## config.mk

```make
export PLATFORM = sky130hd
export DESIGN_NAME = spi_cfg_host
export DESIGN_NICKNAME = d
export VERILOG_FILES = /design/src/rtl/spi_cfg_pkg.sv /design/src/rtl/spi_cfg_sck_gen.sv /design/src/rtl/spi_cfg_host.sv
export SDC_FILE = /design/constraint.sdc
export NUM_CORES = 1
export LEC_CHECK = 0
export CAP_MARGIN = 20
export CORE_MARGIN = 3
export CORE_UTILIZATION = 45
export DETAILED_ROUTE_END_ITERATION = 6
export PLACE_DENSITY = 0.64
export SLEW_MARGIN = 5
export SYNTH_ARGS = -nofsm -noshare
export SYNTH_HDL_FRONTEND = slang
export SYNTH_SLANG_ARGS = --single-unit
```

## constraint.sdc

```tcl
create_clock -name wb_clk_i -period 2.4 [get_ports wb_clk_i]
set_input_delay 0.36 -clock wb_clk_i [delete_from_list [all_inputs] [get_ports wb_clk_i]]
set_output_delay 0.36 -clock wb_clk_i [all_outputs]
set_load 0.05 [all_outputs]
```

## src/rtl/spi_cfg_pkg.sv

```systemverilog
// Shared SPI config-link definitions: command bytes, frame lengths, FSM encoding.
// Macro SPI_CFG_HOST_WTAIL_EN lengthens write frames by one trailing 0x00 byte.
package spi_cfg_pkg;

    localparam logic [7:0] CMD_WRITE = 8'h01;
    localparam logic [7:0] CMD_READ  = 8'h02;

    localparam int unsigned RD_FRAME_BYTES = 9;
`ifdef SPI_CFG_HOST_WTAIL_EN
    localparam int unsigned WR_FRAME_BYTES = 11;
`else
    localparam int unsigned WR_FRAME_BYTES = 10;
`endif
    localparam int unsigned MAX_FRAME_BYTES = 11;
    localparam int unsigned RD_DATA_BYTE0   = 5;

    typedef enum logic [2:0] {
        ST_IDLE     = 3'd0,
        ST_CS_SETUP = 3'd1,
        ST_SHIFT    = 3'd2,
        ST_CS_HOLD  = 3'd3,
        ST_CS_GAP   = 3'd4
    } spi_state_e;

    // Byte at position idx of a frame; anything past the end of a frame is 0x00.
    function automatic logic [7:0] frame_byte(input logic [3:0]  idx,
                                              input logic        we,
                                              input logic [31:0] addr,
                                              input logic [31:0] wdata);
        logic [7:0] b;
        b = 8'h00;
        case (idx)
            4'd0:    b = we ? CMD_WRITE : CMD_READ;
            4'd1:    b = addr[7:0];
            4'd2:    b = addr[15:8];
            4'd3:    b = addr[23:16];
            4'd4:    b = addr[31:24];
            4'd6:    b = we ? wdata[7:0]   : 8'h00;
            4'd7:    b = we ? wdata[15:8]  : 8'h00;
            4'd8:    b = we ? wdata[23:16] : 8'h00;
            4'd9:    b = we ? wdata[31:24] : 8'h00;
            default: b = 8'h00;
        endcase
        return b;
    endfunction

endpackage

```

## src/rtl/spi_cfg_sck_gen.sv

```systemverilog
// SCK divider: toggles SCK every SCK_DIV cycles while enabled, flagging the cycle
// before each rising/falling edge so the FSM can act on the same clock edge.
module spi_cfg_sck_gen #(
    parameter int unsigned SCK_DIV = 2
) (
    input  logic clk,
    input  logic rst_n,
    input  logic en,
    output logic sck,
    output logic rise,
    output logic fall
);

    logic [7:0] div_cnt_q, div_cnt_d;
    logic       sck_q, sck_d;
    logic       tick;

    assign tick = en && (div_cnt_q == 8'(SCK_DIV - 1));
    assign rise = tick && !sck_q;
    assign fall = tick && sck_q;
    assign sck  = sck_q;

    always_comb begin
        div_cnt_d = div_cnt_q;
        sck_d     = sck_q;
        if (!en) begin
            div_cnt_d = '0;
            sck_d     = 1'b0;
        end else if (tick) begin
            div_cnt_d = '0;
            sck_d     = !sck_q;
        end else begin
            div_cnt_d = div_cnt_q + 8'd1;
        end
    end

    always_ff @(posedge clk or negedge rst_n) begin
        if (!rst_n) begin
            div_cnt_q <= '0;
            sck_q     <= 1'b0;
        end else begin
            div_cnt_q <= div_cnt_d;
            sck_q     <= sck_d;
        end
    end

endmodule

```

## src/rtl/spi_cfg_host.sv

```systemverilog
// SPI mode-0 master turning host read/write requests into config-link frames.
// Define SPI_CFG_HOST_WTAIL_EN to append a trailing 0x00 byte to write frames.
module spi_cfg_host
    import spi_cfg_pkg::*;
#(
    parameter int unsigned SCK_DIV = 2
) (
    input  logic        wb_clk_i,
    input  logic        wb_rst_n_i,
    input  logic        req_valid,
    output logic        req_ready,
    input  logic        req_we,
    input  logic [31:0] req_addr,
    input  logic [31:0] req_wdata,
    output logic        rsp_valid,
    output logic [31:0] rsp_rdata,
    output logic        spi_sck,
    output logic        spi_mosi,
    output logic        spi_cs_n,
    input  logic        spi_miso
);

    spi_state_e  state_q, state_d;
    logic        we_q, we_d;
    logic [31:0] addr_q, addr_d, wdata_q, wdata_d;
    logic [31:0] rx_q, rx_d, rdata_q, rdata_d;
    logic [7:0]  sh_q, sh_d;
    logic [2:0]  bit_cnt_q, bit_cnt_d;
    logic [3:0]  byte_cnt_q, byte_cnt_d;
    logic [8:0]  tmr_q, tmr_d;
    logic        cs_n_q, cs_n_d, ready_q, ready_d, rsp_valid_q, rsp_valid_d;
    logic [3:0]  last_byte;
    logic [1:0]  rx_byte;
    logic        sck_en, sck_rise, sck_fall;

    assign sck_en = (state_q == ST_CS_SETUP) || (state_q == ST_SHIFT);

    spi_cfg_sck_gen #(.SCK_DIV(SCK_DIV)) u_sck_gen (
        .clk  (wb_clk_i),
        .rst_n(wb_rst_n_i),
        .en   (sck_en),
        .sck  (spi_sck),
        .rise (sck_rise),
        .fall (sck_fall)
    );

    assign last_byte = we_q ? 4'(WR_FRAME_BYTES - 1) : 4'(RD_FRAME_BYTES - 1);
    assign rx_byte   = 2'(byte_cnt_q - 4'(RD_DATA_BYTE0));

    always_comb begin
        state_d     = state_q;
        we_d        = we_q;
        addr_d      = addr_q;
        wdata_d     = wdata_q;
        rx_d        = rx_q;
        rdata_d     = rdata_q;
        sh_d        = sh_q;
        bit_cnt_d   = bit_cnt_q;
        byte_cnt_d  = byte_cnt_q;
        tmr_d       = tmr_q;
        rsp_valid_d = 1'b0;
        case (state_q)
            ST_IDLE: begin
                if (req_valid && ready_q) begin
                    state_d    = ST_CS_SETUP;
                    we_d       = req_we;
                    addr_d     = req_addr;
                    wdata_d    = req_wdata;
                    sh_d       = req_we ? CMD_WRITE : CMD_READ;
                    bit_cnt_d  = '0;
                    byte_cnt_d = '0;
                end
            end
            ST_CS_SETUP: begin
                if (sck_rise) state_d = ST_SHIFT;
            end
            ST_SHIFT: begin
                // MISO and MOSI both move on the falling edge of SCK.
                if (sck_fall) begin
                    if (!we_q && byte_cnt_q >= 4'(RD_DATA_BYTE0))
                        rx_d[{rx_byte, ~bit_cnt_q}] = spi_miso;
                    if (bit_cnt_q == 3'd7) begin
                        bit_cnt_d  = '0;
                        byte_cnt_d = byte_cnt_q + 4'd1;
                        sh_d       = frame_byte(byte_cnt_q + 4'd1, we_q, addr_q, wdata_q);
                        if (byte_cnt_q == last_byte) begin
                            state_d = ST_CS_HOLD;
                            tmr_d   = '0;
                        end
                    end else begin
                        bit_cnt_d = bit_cnt_q + 3'd1;
                        sh_d      = {sh_q[6:0], 1'b0};
                    end
                end
            end
            ST_CS_HOLD: begin
                if (tmr_q == 9'(SCK_DIV - 1)) begin
                    state_d     = ST_CS_GAP;
                    tmr_d       = '0;
                    rsp_valid_d = 1'b1;
                    if (!we_q) rdata_d = rx_q;
                end else begin
                    tmr_d = tmr_q + 9'd1;
                end
            end
            ST_CS_GAP: begin
                if (tmr_q == 9'(2 * SCK_DIV - 1)) begin
                    state_d = ST_IDLE;
                    tmr_d   = '0;
                end else begin
                    tmr_d = tmr_q + 9'd1;
                end
            end
            default: state_d = ST_IDLE;
        endcase
        cs_n_d  = (state_d == ST_IDLE) || (state_d == ST_CS_GAP);
        ready_d = (state_d == ST_IDLE);
    end

    always_ff @(posedge wb_clk_i or negedge wb_rst_n_i) begin
        if (!wb_rst_n_i) begin
            state_q     <= ST_IDLE;
            we_q        <= 1'b0;
            addr_q      <= '0;
            wdata_q     <= '0;
            rx_q        <= '0;
            rdata_q     <= '0;
            sh_q        <= '0;
            bit_cnt_q   <= '0;
            byte_cnt_q  <= '0;
            tmr_q       <= '0;
            cs_n_q      <= 1'b1;
            ready_q     <= 1'b0;
            rsp_valid_q <= 1'b0;
        end else begin
            state_q     <= state_d;
            we_q        <= we_d;
            addr_q      <= addr_d;
            wdata_q     <= wdata_d;
            rx_q        <= rx_d;
            rdata_q     <= rdata_d;
            sh_q        <= sh_d;
            bit_cnt_q   <= bit_cnt_d;
            byte_cnt_q  <= byte_cnt_d;
            tmr_q       <= tmr_d;
            cs_n_q      <= cs_n_d;
            ready_q     <= ready_d;
            rsp_valid_q <= rsp_valid_d;
        end
    end

    assign req_ready = ready_q;
    assign rsp_valid = rsp_valid_q;
    assign rsp_rdata = rdata_q;
    assign spi_mosi  = sh_q[7];
    assign spi_cs_n  = cs_n_q;

endmodule
```

=== Yosys cells after proc, flatten, opt, wreduce, memory -nomap -nowiden ===
Index checks and enable logic that the tools add are counted.

* Eq/ne operators: 23
* Reduce and logical (&&, ||, !) cells: 21
* Magnitude comparators: 3
* Bitwise gates (word level): 2
* Add/sub/neg operators: 5
* Muxes and demuxes: 43

{| class="wikitable"
|+ Operators with widths
! kind !! number
|-
| $mux 8 || 9
|-
| $pmux 8 s9 || 1
|-
| $mux 9 || 5
|-
| $bwmux 32 || 1
|-
| $mux 3 || 10
|-
| $pmux 9 s3 || 1
|-
| $pmux 8 s2 || 1
|-
| $pmux 3 s5 || 1
|-
| $eq 4x3->1 const B || 3
|-
| $mux 4 || 3
|-
| $add 9x1->9 const B || 1
|-
| $eq 3x3->1 const B || 3
|-
| $eq 9x1->1 const B || 1
|-
| $eq 9x2->1 const B || 1
|-
| $reduce_and 3->1 || 3
|-
| $add 8x1->8 const B || 1
|-
| $eq 4x2->1 const B || 2
|-
| $eq 4x4->1 const B || 2
|-
| $eq 8x1->1 const B || 1
|-
| $pmux 4 s2 || 1
|-
| $reduce_and 4->1 || 2
|-
| $eq 3x2->1 const B || 2
|-
| $logic_and 1x1->1 || 6
|-
| $logic_not 3->1 || 2
|-
| other kinds (23) || 34
|}

* Flip-flop bits (word level): 168
* Input port bits: 69
* Output and inout port bits: 37
* Logic and storage cells: 112

=== Depth between registers and ports, before layout ===
Gate-level depths: netlist of run 1.

* Depth in word-level cells: 8
* Depth in mapped cells: 8
* Mapped depth without buffers: 7

=== Cells and area by module ===
A second synthesis of run 1 with hierarchy kept.

* Cell total of the unflattened synthesis: 783
* Area, all modules: 7936.4 um^2

{| class="wikitable"
|+ Modules (own cells, without submodules)
! module !! cells each !! area an instance (um^2) !! instances
|-
| spi_cfg_host || 737 || 7493.4 || 1
|-
| spi_cfg_sck_gen || 46 || 442.9 || 1
|}

=== Least setup slack after synthesis of run 1 ===
Ideal clock, no wire load.

* Path type: reg2reg
* Start point: reg byte_cnt_q[1]
* End point: reg rx_q[0]
* Data required time: 2.275 ns
* Arrival: 2.026 ns
* Cell stages (with the launch flop): 8
* Slack: 0.249 ns
* Library setup time: 0.125 ns
* Path through: dfrtp_1 > inv_1 > ha_1 > nand2b_1 > a21oi_1 > nor4b_4 > nand3_1 > mux2_2

* Word-level cells in the longest chain between the ends: 6
* Elaborated cells between the ends (all ways): 10
* Those cells by class: add/sub: 1; order compare: 3; mux: 3; reduce/logical: 3

{| class="wikitable"
|+ Ends and longest elaborated chain
! what !! RTL line !! source
|-
| from (decl) || spi_cfg_host.sv:29 || <nowiki>logic [3:0] byte_cnt_q, byte_cnt_d;</nowiki>
|-
| from (signal assigned) || spi_cfg_host.sv:144 || <nowiki>byte_cnt_q <= byte_cnt_d;</nowiki>
|-
| $sub 2x1->2 || spi_cfg_host.sv:48 || <nowiki>assign rx_byte = 2'(byte_cnt_q - 4'(RD_DATA_BYTE0));</nowiki>
|-
| $lt 5x6->1 (implied by the code) / $ge 5x1->1 (equally long branches) || spi_cfg_host.sv:81 || <nowiki>rx_d[{rx_byte, ~bit_cnt_q}] = spi_miso;</nowiki>
|-
| $logic_and 1x1->1 (implied by the code) || spi_cfg_host.sv:81 ||
|-
| $mux 1 (implied by the code) || spi_cfg_host.sv:81 ||
|-
| $demux 1 s5 || spi_cfg_host.sv:81 ||
|-
| $bwmux 32 || spi_cfg_host.sv:81 ||
|-
| to (signal assigned) || spi_cfg_host.sv:140 || <nowiki>rx_q <= rx_d;</nowiki>
|-
| to (decl) || spi_cfg_host.sv:26 || <nowiki>logic [31:0] rx_q, rx_d, rdata_q, rdata_d;</nowiki>
|}

Parallel ways exist; a longest one is shown, timed or not.
A chain may end at the register's enable or synchronous reset.

=== Worst setup path in the final report of run 1 ===
* Start point: reg u_sck_gen.div_cnt_q[0]
* End point: reg sh_q[7]

* Word-level cells in the longest chain between the ends: 5

{| class="wikitable"
|+ Ends and longest elaborated chain
! what !! RTL line !! source
|-
| from (decl) || spi_cfg_sck_gen.sv:14 || <nowiki>logic [7:0] div_cnt_q, div_cnt_d;</nowiki>
|-
| from (signal assigned) || spi_cfg_sck_gen.sv:42 || <nowiki>div_cnt_q <= div_cnt_d;</nowiki>
|-
| $eq 8x1->1 || spi_cfg_sck_gen.sv:18 || <nowiki>assign tick = en && (div_cnt_q == 8'(SCK_DIV - 1));</nowiki>
|-
| $logic_and 1x1->1 || spi_cfg_sck_gen.sv:18 ||
|-
| $logic_and 1x1->1 || spi_cfg_sck_gen.sv:20 || <nowiki>assign fall = tick && sck_q;</nowiki>
|-
| $ne 2x2->1 (no source line) || n/a ||
|-
| $reduce_and 3->1 (no source line) || n/a ||
|-
| to (signal assigned) || spi_cfg_host.sv:128 || <nowiki>sh_q <= '0;</nowiki>
|-
| to (signal assigned) || spi_cfg_host.sv:142 || <nowiki>sh_q <= sh_d;</nowiki>
|-
| to (decl) || spi_cfg_host.sv:27 || <nowiki>logic [7:0] sh_q, sh_d;</nowiki>
|}

No other way between the ends.

==> results of run 1 <==
-- metrics by stage --
| step | hold slack (ns) | cell area, sq um | setup slack (ns) | power [W] | util, % |
|---|---|---|---|---|---|
| final | 0.4631 | 10070 | 0.1452 | 0.005898 | 59.66 |
| after detailed placement | 0.3600 | 9437 | -0.003676 | 0.003144 | 55.91 |
| after global placement | 0.3499 | 9437 | 0.1305 | 0.003138 | 55.91 |
| after floorplan | 0.06441 | 7916 | 0.2491 | 0.002948 | - |
| after global routing | 0.4629 | 10070 | 0.01349 | 0.006126 | 59.66 |
| after CTS | 0.4465 | 10060 | 0.08253 | 0.005959 | 59.58 |
-- synth_stat cells, types with 5 or more instances --
library cell  count  share of area (%)
mux2_2           49                7.0
inv_1            12               0.57
a222oi_1          7               0.89
buf_2             8               0.51
a211oi_1          8               0.76
clkbuf_1         35                1.7
and3_1            7               0.55
nand3_1          27                1.7
a31oi_1          14                1.1
or2_2             5               0.40
xnor2_1           6               0.66
xor2_1            6               0.66
nor2b_1           8               0.63
a21oi_1          19                1.2
nand2_1         233                 11
a22oi_1          24                2.3
nor3_1            5               0.32
o31ai_1           5               0.47
o21ai_0          11               0.70
nand2b_1          6               0.47
ha_1             16                2.5
mux2_1           15                2.1
nor2_1           33                1.6
dfrtp_1         167                 53
o22a_1            6               0.66
-- logic make-up (layout without fill, tap and decap cells) --
group	after synthesis	after routing	synth area share, %
adder cells (fa/ha/maj)	16	16	2.529
flip-flops	168	168	53.12
multiplexers	64	64	9.104
XOR/XNOR	12	12	1.328
AND/OR/NAND/NOR	352	352	20.69
buffers and inverters	57	191	2.829
AO/OA/AOI/OAI	115	115	10.40
-- power by group --
group	internal (W)	switching, W
registers	0.00286	0.0000169
logic	0.000125	0.0000888
clock network	0.00167	0.00114
-- worst min-delay path: stages --
cell and delay [ns]:
clkdlybuf4s50_1 0.40, nand2_1 0.06, nand2_1 0.04
-- layer usage --
metal	GRT usage, %	vias up	part of all wire [%]
met4	6.076	0	1.5
met5	0	-	0
met2	32.55	186	48
met3	4.034	19	5.0
li1	-	2971	-
met1	28.12	3006	45
-- final timing paths --
path / startpoint / end / slack [ns] / cells after the start
setup / recovery: u_sck_gen.div_cnt_q[0] / sh_q[7] / 0.15 / 6
hold / removal: req_addr[12] / addr_q[12] / 0.46 / 3
setup reg to reg: u_sck_gen.div_cnt_q[0] / sh_q[7] / 0.15 / 6
hold reg to reg: wdata_q[25] / wdata_q[25] / 0.48 / 2
max in group asynchronous: wb_rst_n_i / spi_cs_n / 1.18 / 3
min in group asynchronous: wb_rst_n_i / rsp_rdata[23] / 0.47 / 2
-- final cells by class --
| cell class | instances | area [sq um] |
|---|---|---|
| Clock buffer | 18 | 439.2 |
| Clock inverter | 13 | 170.2 |
| Fill cell | 1410 | 6809 |
| Inverter | 13 | 48.80 |
| Multi-Input combinational cell | 559 | 3510 |
| Sequential cell | 168 | 4205 |
| Tap cell | 220 | 275.3 |
| Timing Repair Buffer | 147 | 1420 |
-- sequential cells by signal, summed over array words and instances, names as in the netlist, 3 cells and up --
name	cells
sh_q	8
rx_q	32
addr_q	32
rsp_rdata	32
bit_cnt_q	3
u_sck_gen.div_cnt_q	8
state_q	3
byte_cnt_q	4
wdata_q	32
tmr_q	9
-- what timing repair did --
action	CTS	global route
hold endpoints to repair	52	0
resized for setup	0	3
setup endpoints to repair	0	30
hold buffers	1	0
==> impl_metrics.toml, run 1 <==
[setup_path]
cp_slowest_cell = "nor2_1"
cp-end-kind = "flip-flop"
worst_ep_required_time_ns = 2.74
timing.critical_path.max_delay_family = "simple AND/OR/NAND/NOR gates"
crit_path_cell_trace = "ha_1, nor3b_4, and4_1, nor2_1, a22oi_1, a31oi_1"
crit_buf_inv = 0
cp.arrival_ns = 2.59
start_kind = "flip-flop"
max_stage_delay_ns = 0.67
path_max_fanout = 12
path_class = "reg -> reg"

[outcome]
outcome = "complete, no violations"

[die]
io_pins = 106
rows = 47
die_y_um = 138.6
dieArea_sq_um = 19220
initial_utilization_pct = 46.90
die_w_um = 138.6
core_sq_um = 16880

[finish]
final_cell_mix = "nand2_1, dfrtp_1, clkdlybuf4s50_1"
syn_to_final_growth_pct = 27.19
diodes = 0
drive_gt1_share_pct = 15.69
nets = 991
fin_cells = 1138
final_common_cell = "nand2_1"

[routing]
vias = 6182
routed_wl_mm = 18.99
drc = 0
via_per_inst = 5.432
avgRoutedWirePerCell_um = 16.68
ant_nets = 0
drt_first_pass_iters = 5
drt_iter0_markers = 466

[synth]
syn_area_per_cell_sq_um = 10.10
ys_ff_latch = 168
synthFlopType = "dfrtp_1"
ys_warn_count = 0
synth-edff-count = 0
async_flop_share_pct = 100.0
synthesis.nets = 869
syn_inst = 784
syn_area_sq_um = 7916
ys_types = 56
seq_area_frac_synth_pct = 53.12

[clock_network]
insertion_delay_ns = 0.42
root_buffer = "clkbuf_16"
clock_path_buffers = 2
cts_tree = "yes"
cts.sinks = 168
clk_pin_slew_ns = 0.07
cts_setup_buffers = 0
cts_buffers = 17
htree_levels = 4

[timing]
tns_ns = 0
rsz0062_at_grt = "false"
setup_viol = 0
slew_headroom_pct = 42.85
fin_crit_ns = 2.255
fin_crit_sh_pct = 93.95
finalHoldViolCount = 0
worst_pin_slew_ns = 0.8541
fin_skew_ns = 0.008332
max_freq_ghz = 0.4435
maxSlewViolCount = 0

[power_and_ir_drop]
peakVddDrop_mv = 0.4977
powerDensity_nw_per_um2 = 585.8
p_leak_nw = 4.646

[placement]
gp_congestion = 0.8714
port_buffers = 105
placed_cells = 1106
hpwlAfterDp_mm = 13.78

[worst_hold_path]
min_path_type = "in -> reg"

[grt]
antenna_found_initial = 0
grt_pass1_vias = 6281
grt_usage_pct = 20.27
gr-total-overflow = 0
grt_max_degree = 67
grt_pass1_wl_mm = 32.09

[flow_run]
cap_violations = 0
Note: power is estimated with default switching activity, not from simulation.
==> run 2, diff against run 1 <==
- ABC_AREA: default -> 1
==> run 2 against run 1 <==
Clock-buffer cell count is 1 higher. Sequential share of layout area is 1.2 points lower. Flip-flop and latch count stayed put. Critical path depth is 5 higher. Register-to-register slack better by 0.10 ns. Global-route usage is 1.0 points lower. Non-clock buffer count is 21 lower.
==> impl_metrics.toml, run 2 <==
[synth]
synth_top_area_cell = "dfrtp_1"
syn_inst = 918
synthTopCellsByArea = "dfrtp_1, nand2_1, mux2_2"
ys_types = 41
synthFlopType = "dfrtp_1"
seq_area_frac_synth_pct = 49.90
ys_warn_count = 0
synthesis.nets = 1003
syn_area_per_cell_sq_um = 9.181
synth_common_cells = "nand2_1, dfrtp_1, inv_1, mux2_2, nand3_1"
synth-edff-count = 0
ys_ff_latch = 168
synth.most_common_cell = "nand2_1"
synth_top_area_share_pct = 49.58
async_flop_share_pct = 100.0
syn_area_sq_um = 8428

[setup_path]
timing.critical_path.max_delay_family = "simple AND/OR/NAND/NOR gates"
path_max_fanout = 15
cp-end-kind = "flip-flop"
path_class = "reg -> reg"
reg2reg_slack_ns = 0.25
path_common_cell = "nand2_1"
start_kind = "flip-flop"
worst_ep_required_time_ns = 2.76
timing.rr.start = "byte_cnt_q[0]"
r2r-end = "sh_q[5]"
cp_slowest_cell = "nor2_2"
r2r_cells = 11
max_stage_delay_ns = 0.57
crit_path_cell_trace = "ha_1, xor2_2, nor2_2, nand3_1, nand2_1, nor2_1, nand2_1, nand2_1, nand2_1, nand2_1, nand2_1"
cp.arrival_ns = 2.51
crit_buf_inv = 0

[clock_network]
cts_tree = "yes"
cts_setup_buffers = 0
cts_buffers = 17
htree_levels = 4
cts.sinks = 168
root_buffer = "clkbuf_16"
clk_pin_slew_ns = 0.07
insertion_delay_ns = 0.42
clock_path_buffers = 2

[power_and_ir_drop]
powerDensity_nw_per_um2 = 575.3
seqPwrFrac_pct = 47.5
switching_share_pct = 20.74
p_clk_share_pct = 49.3
p_leak_nw = 5.315
p_int_w = 0.004724
p_sw_w = 0.001236
peakVddDrop_mv = 0.5409
p_comb_share_pct = 3.2

[outcome]
outcome = "complete, no violations"

[die]
rows = 49
die_y_um = 142.9
die_w_um = 142.9
dieArea_sq_um = 20410
core_sq_um = 18210
initial_utilization_pct = 46.29
io_pins = 106

[routing]
vias = 6541
avgRoutedWirePerCell_um = 14.85
routed_wl_mm = 18.86
drt_first_pass_iters = 5
drt_iter0_markers = 354
ant_nets = 0
drc = 0
via_per_inst = 5.150

[timing]
rsz0062_at_grt = "false"
setup_viol = 0
worst_pin_slew_ns = 0.6635
max_freq_ghz = 0.4644
slew_headroom_pct = 55.72
fin_crit_sh_pct = 89.72
fin_crit_ns = 2.153
maxSlewViolCount = 0
finalHoldViolCount = 0
fin_skew_ns = 0.006885
tns_ns = 0

[worst_hold_path]
min_path_type = "in -> async"

[placement]
placed_cells = 1237
port_buffers = 105
dpl_cell_area_sq_um = 9714
hpwlAfterDp_mm = 13.38
gp_congestion = 0.8621

[flow_run]
cap_violations = 0

[grt]
grt_pass1_wl_mm = 31.22
grt_usage_pct = 19.23
antenna_found_initial = 0
grt_pass1_vias = 6211
grt_max_degree = 62
gr-total-overflow = 0

[finish]
fin_cells = 1270
diodes = 0
syn_to_final_growth_pct = 22.92
stdcell_area_sq_um = 10360
final_cell_mix = "nand2_1, dfrtp_1, clkdlybuf4s50_1"
nets = 1113
drive_gt1_share_pct = 15.75
final_common_cell = "nand2_1"
run 2: changes by cell type after synthesis, moves of 11 or more:
cell / previous run / this run
clkbuf_1: 35 / 6
a31oi_1: 14 / 0
nor2_1: 33 / 70
nand2_1: 233 / 280
nand4_1: 4 / 20
o21ai_0: 11 / 27
mux2_2: 49 / 75
a22oi_1: 24 / 0
inv_1: 12 / 76
nand3_1: 27 / 71
buf_6: 0 / 11
run 2: worst reg2reg max path, delay by kind of cell, from the launching register on:
family        cells  cell delay [ns]
fa+ha+maj         1             0.31
simple gates      9             1.16
flops             1             0.41
xor+xnor          1             0.22
run 2: through the flow:
step | util, % | setup WS (ns) | hold slack (ns) | total power, W
after floorplan | - | 0.5801 | 0.06441 | 0.002895
after global placement | 53.35 | 0.3079 | 0.3437 | 0.003080
after detailed placement | 53.35 | 0.3075 | 0.3465 | 0.003080
after CTS | 56.90 | 0.2781 | 0.4575 | 0.006026
after global routing | 56.90 | 0.01037 | 0.4915 | 0.006155
final | 56.90 | 0.2468 | 0.4435 | 0.005960
run 2: layout make-up:
cell class / instances / area [sq um]
clock buffer: 19 / 442.9
clock inverter: 13 / 192.7
fill: 1651 / 7849
inverter: 80 / 300.3
multi-input combinational: 635 / 3682
sequential: 168 / 4205
tap: 229 / 286.5
timing repair buffer: 126 / 1250
run 2: per-layer routing:
metal  wire, um  up-vias  share of wire (%)  track usage (%)
met3        961       24                5.1            4.253
li1           -     3194                  -                -
met1       8604     3144                 46            26.65
met2       8976      179                 48            30.69
met5          0        -                  0                0
met4        319        0                1.7            5.303
run 2: cells by family (layout without fill, tap and decap cells):
group	Yosys count	in the layout	share of synthesized area, %
AOI/OAI and AO/OA	42	42	2.657
xor gates and xnor gates	7	7	1.039
adders and majority gates	16	16	2.375
buffers and inverters	115	238	6.413
DFF	168	168	49.90
muxes	94	94	12.96
and+or+nand+nor	476	476	24.66
run 2: power by group through the flow:
| stage | logic [W] | registers (W) | clock network, W |
|---|---|---|---|
| 4_1_cts | 0.000196 | 0.00283 | 0.00300 |
| 2_1_floorplan | 0.00000930 | 0.00289 | 0 |
| 3_3_place_gp | 0.000195 | 0.00289 | 0 |
| 3_5_place_dp | 0.000194 | 0.00289 | 0 |
| 6_report | 0.000190 | 0.00283 | 0.00294 |
| 5_1_grt | 0.000210 | 0.00283 | 0.00312 |
run 2: worst max path at each step:
stage                       start  endpoint  slack [ns]  cells after the start
floorplan           byte_cnt_q[1]   sh_q[4]        0.58                     12
finish              byte_cnt_q[0]   sh_q[5]        0.25                     11
CTS                 byte_cnt_q[0]   sh_q[4]        0.28                     11
global placement    byte_cnt_q[0]   sh_q[4]        0.31                     11
global route        byte_cnt_q[2]   sh_q[0]        0.01                     11
detailed placement  byte_cnt_q[0]   sh_q[4]        0.31                     11
run 2: repair_timing:
| action | 4_1_cts | 5_1_grt |
|---|---|---|
| gates resized for setup | 0 | 0 |
| hold buffers | 1 | 0 |
| hold endpoints to repair | 49 | 0 |
==> RTL edit 1 (flow settings as in run 2) <==
Take the reset off `addr_q`, `wdata_q`, `rx_q`, `rdata_q` and `sh_q` and load them in a clocked block of their own.
--- a/src/rtl/spi_cfg_host.sv
+++ b/src/rtl/spi_cfg_host.sv
@@ -121,11 +121,6 @@
         if (!wb_rst_n_i) begin
             state_q     <= ST_IDLE;
             we_q        <= 1'b0;
-            addr_q      <= '0;
-            wdata_q     <= '0;
-            rx_q        <= '0;
-            rdata_q     <= '0;
-            sh_q        <= '0;
             bit_cnt_q   <= '0;
             byte_cnt_q  <= '0;
             tmr_q       <= '0;
@@ -135,11 +130,6 @@
         end else begin
             state_q     <= state_d;
             we_q        <= we_d;
-            addr_q      <= addr_d;
-            wdata_q     <= wdata_d;
-            rx_q        <= rx_d;
-            rdata_q     <= rdata_d;
-            sh_q        <= sh_d;
             bit_cnt_q   <= bit_cnt_d;
             byte_cnt_q  <= byte_cnt_d;
             tmr_q       <= tmr_d;
@@ -149,6 +139,14 @@
         end
     end
 
+    always_ff @(posedge wb_clk_i) begin
+        addr_q  <= addr_d;
+        wdata_q <= wdata_d;
+        rx_q    <= rx_d;
+        rdata_q <= rdata_d;
+        sh_q    <= sh_d;
+    end
+
     assign req_ready = ready_q;
     assign rsp_valid = rsp_valid_q;
     assign rsp_rdata = rdata_q;
Formal check against the unedited RTL: same outputs for any inputs over 10 cycles, from zero or initial values and one cycle with wb_rst_n_i low; that may be too few to reach the edited logic, so the function may still have changed.
==> RTL edit 1 against run 2 <==
- worst setup slack got worse by 0.088 ns
- area after synthesis down 16%
- total power fell by 2.2%
- wire length fell by 25%
- sequential cell count unchanged
- critical path depth stayed put
- design area decreased by 13%
- global-route usage shrank 2.3 points
==> RTL edit 1: results (changes against run 2) <==
* Worst R2R Setup Slack at 0.16 ns (-0.09 ns)
* DR pass1 iterations at 4 (-1)
* Synth area leaders: edfxtp_1 58%, dfrtp_1 11%, nand2_1 7.7%, nor2_1 3.1%, ha_1 2.8%
* Cts hold-fix bufs at 0 (-1)
* FFs w/ async S/R, synth at 19.0% (-81 points)
* DP HPWL at 10.1 mm (-24%)
* Switching share of power at 19.8% (-0.93 points)
* Vias in the first global route at 4727 (-24%)
* LEAKAGE at 3.45 nW (-35%)
* Global-route wire length before repair at 23.4 mm (-25%)
* Placer's final routability congestion estimate at 0.801 (-7.1%)
* Comb pwr share at 2.3% (-0.9 points)
* Post-synth top cells: 145 x nand2_1, 136 x edfxtp_1, 59 x nor2_1, 42 x inv_1, 38 x nand3_1
* CORE AREA at 0.0153 sq mm (-16%)
* Sequential fraction of the synthesis area at 69.2% (+19 points)
* Starting DRT DRC Count at 310 (-12%)
* Worst path arrival time at 2.53 ns (+0.02 ns)
* Worst path max stage delay at 0.49 ns (-0.08 ns)
* P_seq at 3.14 mW (+11%)
* Routed vias/inst at 4.92 (-4.5%)
* CP max FO at 10 (-5)
* Wirelength per Cell at 14.9 microns (+0.64%)
* Layout net count at 805 (-28%)
* GRT Overall Usage at 16.9% (-2.3 points)
* Fillers at 1254 (-24%)
* VDD IR max at 0.449 mV (-17%)
* Status: finished clean
* Synth unique cells at 38 (-7.3%)
* R2R Path End: sh_q[3]
* Syn_nets at 677 (-33%)
* Placed Instance Area at 0.00845 sq mm (-13%)
## RTL edit 1: stage by stage
step | hold slack [ns] | total power, mW | setup WS [ns] | util (%) | std cells
after detailed placement | 0.405 | 3.33 | 0.124 | 55.4 | 912
after global routing | 0.370 | 6.01 | 0.0137 | 59.1 | 944
final | 0.341 | 5.83 | 0.159 | 59.1 | 944
after global placement | 0.408 | 3.33 | 0.207 | 55.4 | 912
after floorplan | 0.0644 | 3.20 | 0.213 | - | 592
after CTS | 0.346 | 5.88 | 0.0861 | 59.0 | 944
## RTL edit 1: worst max-delay path by stage
stage	from	to	slack, ns	cells after the start
global route	byte_cnt_q[0]	sh_q[5]	0.01	11
detailed placement	byte_cnt_q[0]	sh_q[4]	0.12	11
finish	byte_cnt_q[0]	sh_q[3]	0.16	11
CTS	byte_cnt_q[0]	sh_q[3]	0.09	11
global placement	byte_cnt_q[0]	sh_q[5]	0.21	11
floorplan	tmr_q[2]	rsp_rdata[0]	0.21	4
## RTL edit 1: cell families (layout without fill, tap and decap cells)
logic type,after synthesis,after routing,share of synthesized area (%)
simple gates,318,318,21.9
flops,168,168,69.2
buf+inv,53,194,3.05
compound gates,33,33,2.55
fa+ha+maj,16,16,2.83
xor+xnor,4,4,0.496
## RTL edit 1: repair_timing
item | CTS | global route
setup endpoints to repair | 0 | 8
endpoints found under the hold margin | 0 | 0
resized for setup | 0 | 3
## RTL edit 1: layout make-up
class,count,area share (%)
tap,211,2.93
timing repair buffer,115,12.8
clock buffer,19,4.80
inverter,47,2.00
clock inverter,13,1.30
sequential,168,54.2
multi-input combinational,371,22.0
## RTL edit 1: metal layers
metal  vias to the layer above  wire length, microns  track usage, %
met1                      2198                  6360            22.3
met3                        17                   826            4.63
met4                         0                   176            6.07
met5                         -                     0               0
li1                       2289                     -               -
met2                       141                  6750            27.2
==> RTL edit 2 (config.mk and constraints of run 2) <==
Made on the original files. The option `SPI_CFG_HOST_WTAIL_EN` is turned on by a define.
--- a/src/rtl/spi_cfg_pkg.sv
+++ b/src/rtl/spi_cfg_pkg.sv
@@ -1,5 +1,7 @@
 // Shared SPI config-link definitions: command bytes, frame lengths, FSM encoding.
 // Macro SPI_CFG_HOST_WTAIL_EN lengthens write frames by one trailing 0x00 byte.
+`define SPI_CFG_HOST_WTAIL_EN
+
 package spi_cfg_pkg;
 
     localparam logic [7:0] CMD_WRITE = 8'h01;
Behaviour: no difference found for any inputs over 10 cycles, from zero or initial values and one cycle with wb_rst_n_i low; that may be too few to reach the edited logic, so the function may still have changed.
==> RTL edit 2 against run 2 <==
- wire length is 0.60% higher
- sequential cell count unchanged
- area after synthesis about the same
- total power down 3.7%
- critical path depth unchanged
- worst setup slack better by 0.022 ns
- design area fell by 0.27%
- largest power group is now registers
- highest routed layer unchanged
==> RTL edit 2: results (changes against run 2) <==
* Met2 Track Usage GR at 31.9% (+1.2 points)
* Post-synth top cells: 280 x nand2_1, 167 x dfrtp_1, 74 x inv_1, 73 x mux2_2, 71 x nor2_1
* LEAKAGE at 5.29 nW (-0.41%)
* Largest net degree at the start of global routing at 61 (-1.6%)
* R2R Path End: sh_q[2]
* DP HPWL at 13.6 mm (+1.4%)
* Pre-CTS WS at 0.296 ns (-0.0112 ns)
* Comb pwr share at 3.4% (+0.2 points)
* Via count at 6450 (-1.4%)
* Fillers at 1619 (-1.9%)
* Worst path max stage delay at 0.59 ns (+0.02 ns)
* Multi-input gate share of total cell area at 35.8% (+0.30 points)
* Power Density at 555 mW/mm^2 (-3.5%)
* Layout cells sized above 1 at 15.7% (-0.066 points)
* Mux cell area share after synthesis at 13.0% (+0.033 points)
* Layout net count at 1111 (-0.18%)
* Synth area leaders: dfrtp_1 50%, nand2_1 12%, mux2_2 9.7%, nand3_1 4.1%, inv_1 3.3%
* Routed wl met2 at 9.19 mm (+2.3%)
* Final wirelength at 19.0 mm (+0.60%)
* Worst hold slack at 0.410 ns (-0.0339 ns)
* Placer's final routability congestion estimate at 0.904 (+4.9%)
* Routed met3 length at 740 microns (-23%)
* Routed vias/inst at 5.09 (-1.2%)
* Non-CTS buffers at 124 (-1.6%)
* Sequential fraction of the synthesis area at 49.9% (about the same)
* Cells after DPL at 1235 (-0.16%)
* Compound-Gate Fraction of Synth Area at 2.65% (about the same)
* Internal power at 4.43 mW (-6.2%)
* Met1 global-route usage at 25.9% (-0.74 points)
* Status: finished clean
-- RTL edit 2: changes by cell type in the layout (fill, tap and decap cells not counted), sizes merged --
cell	delta
buf	-2
clkbuf	+1
clkinv	-2
inv	+4
bufinv	-3
-- RTL edit 2: cell families after synthesis --
group                    after synthesis
AND/OR/NAND/NOR                      476
flip-flops                           168
XOR/XNOR                               7
AO/OA/AOI/OAI                         42
adder cells (fa/ha/maj)               16
buffers and inverters                114
multiplexers                          94
-- RTL edit 2: through the flow --
stage | cell area, sq um | util [%]
after floorplan | 8440 | -
after global placement | 9750 | 53.5
after detailed placement | 9750 | 53.5
after CTS | 10300 | 56.7
after global routing | 10300 | 56.7
final | 10300 | 56.7
-- RTL edit 2: what timing repair did --
action                    4_1_cts  5_1_grt
hold endpoints to repair       37        0
hold buffers                    1        0
gates resized for setup         0        0
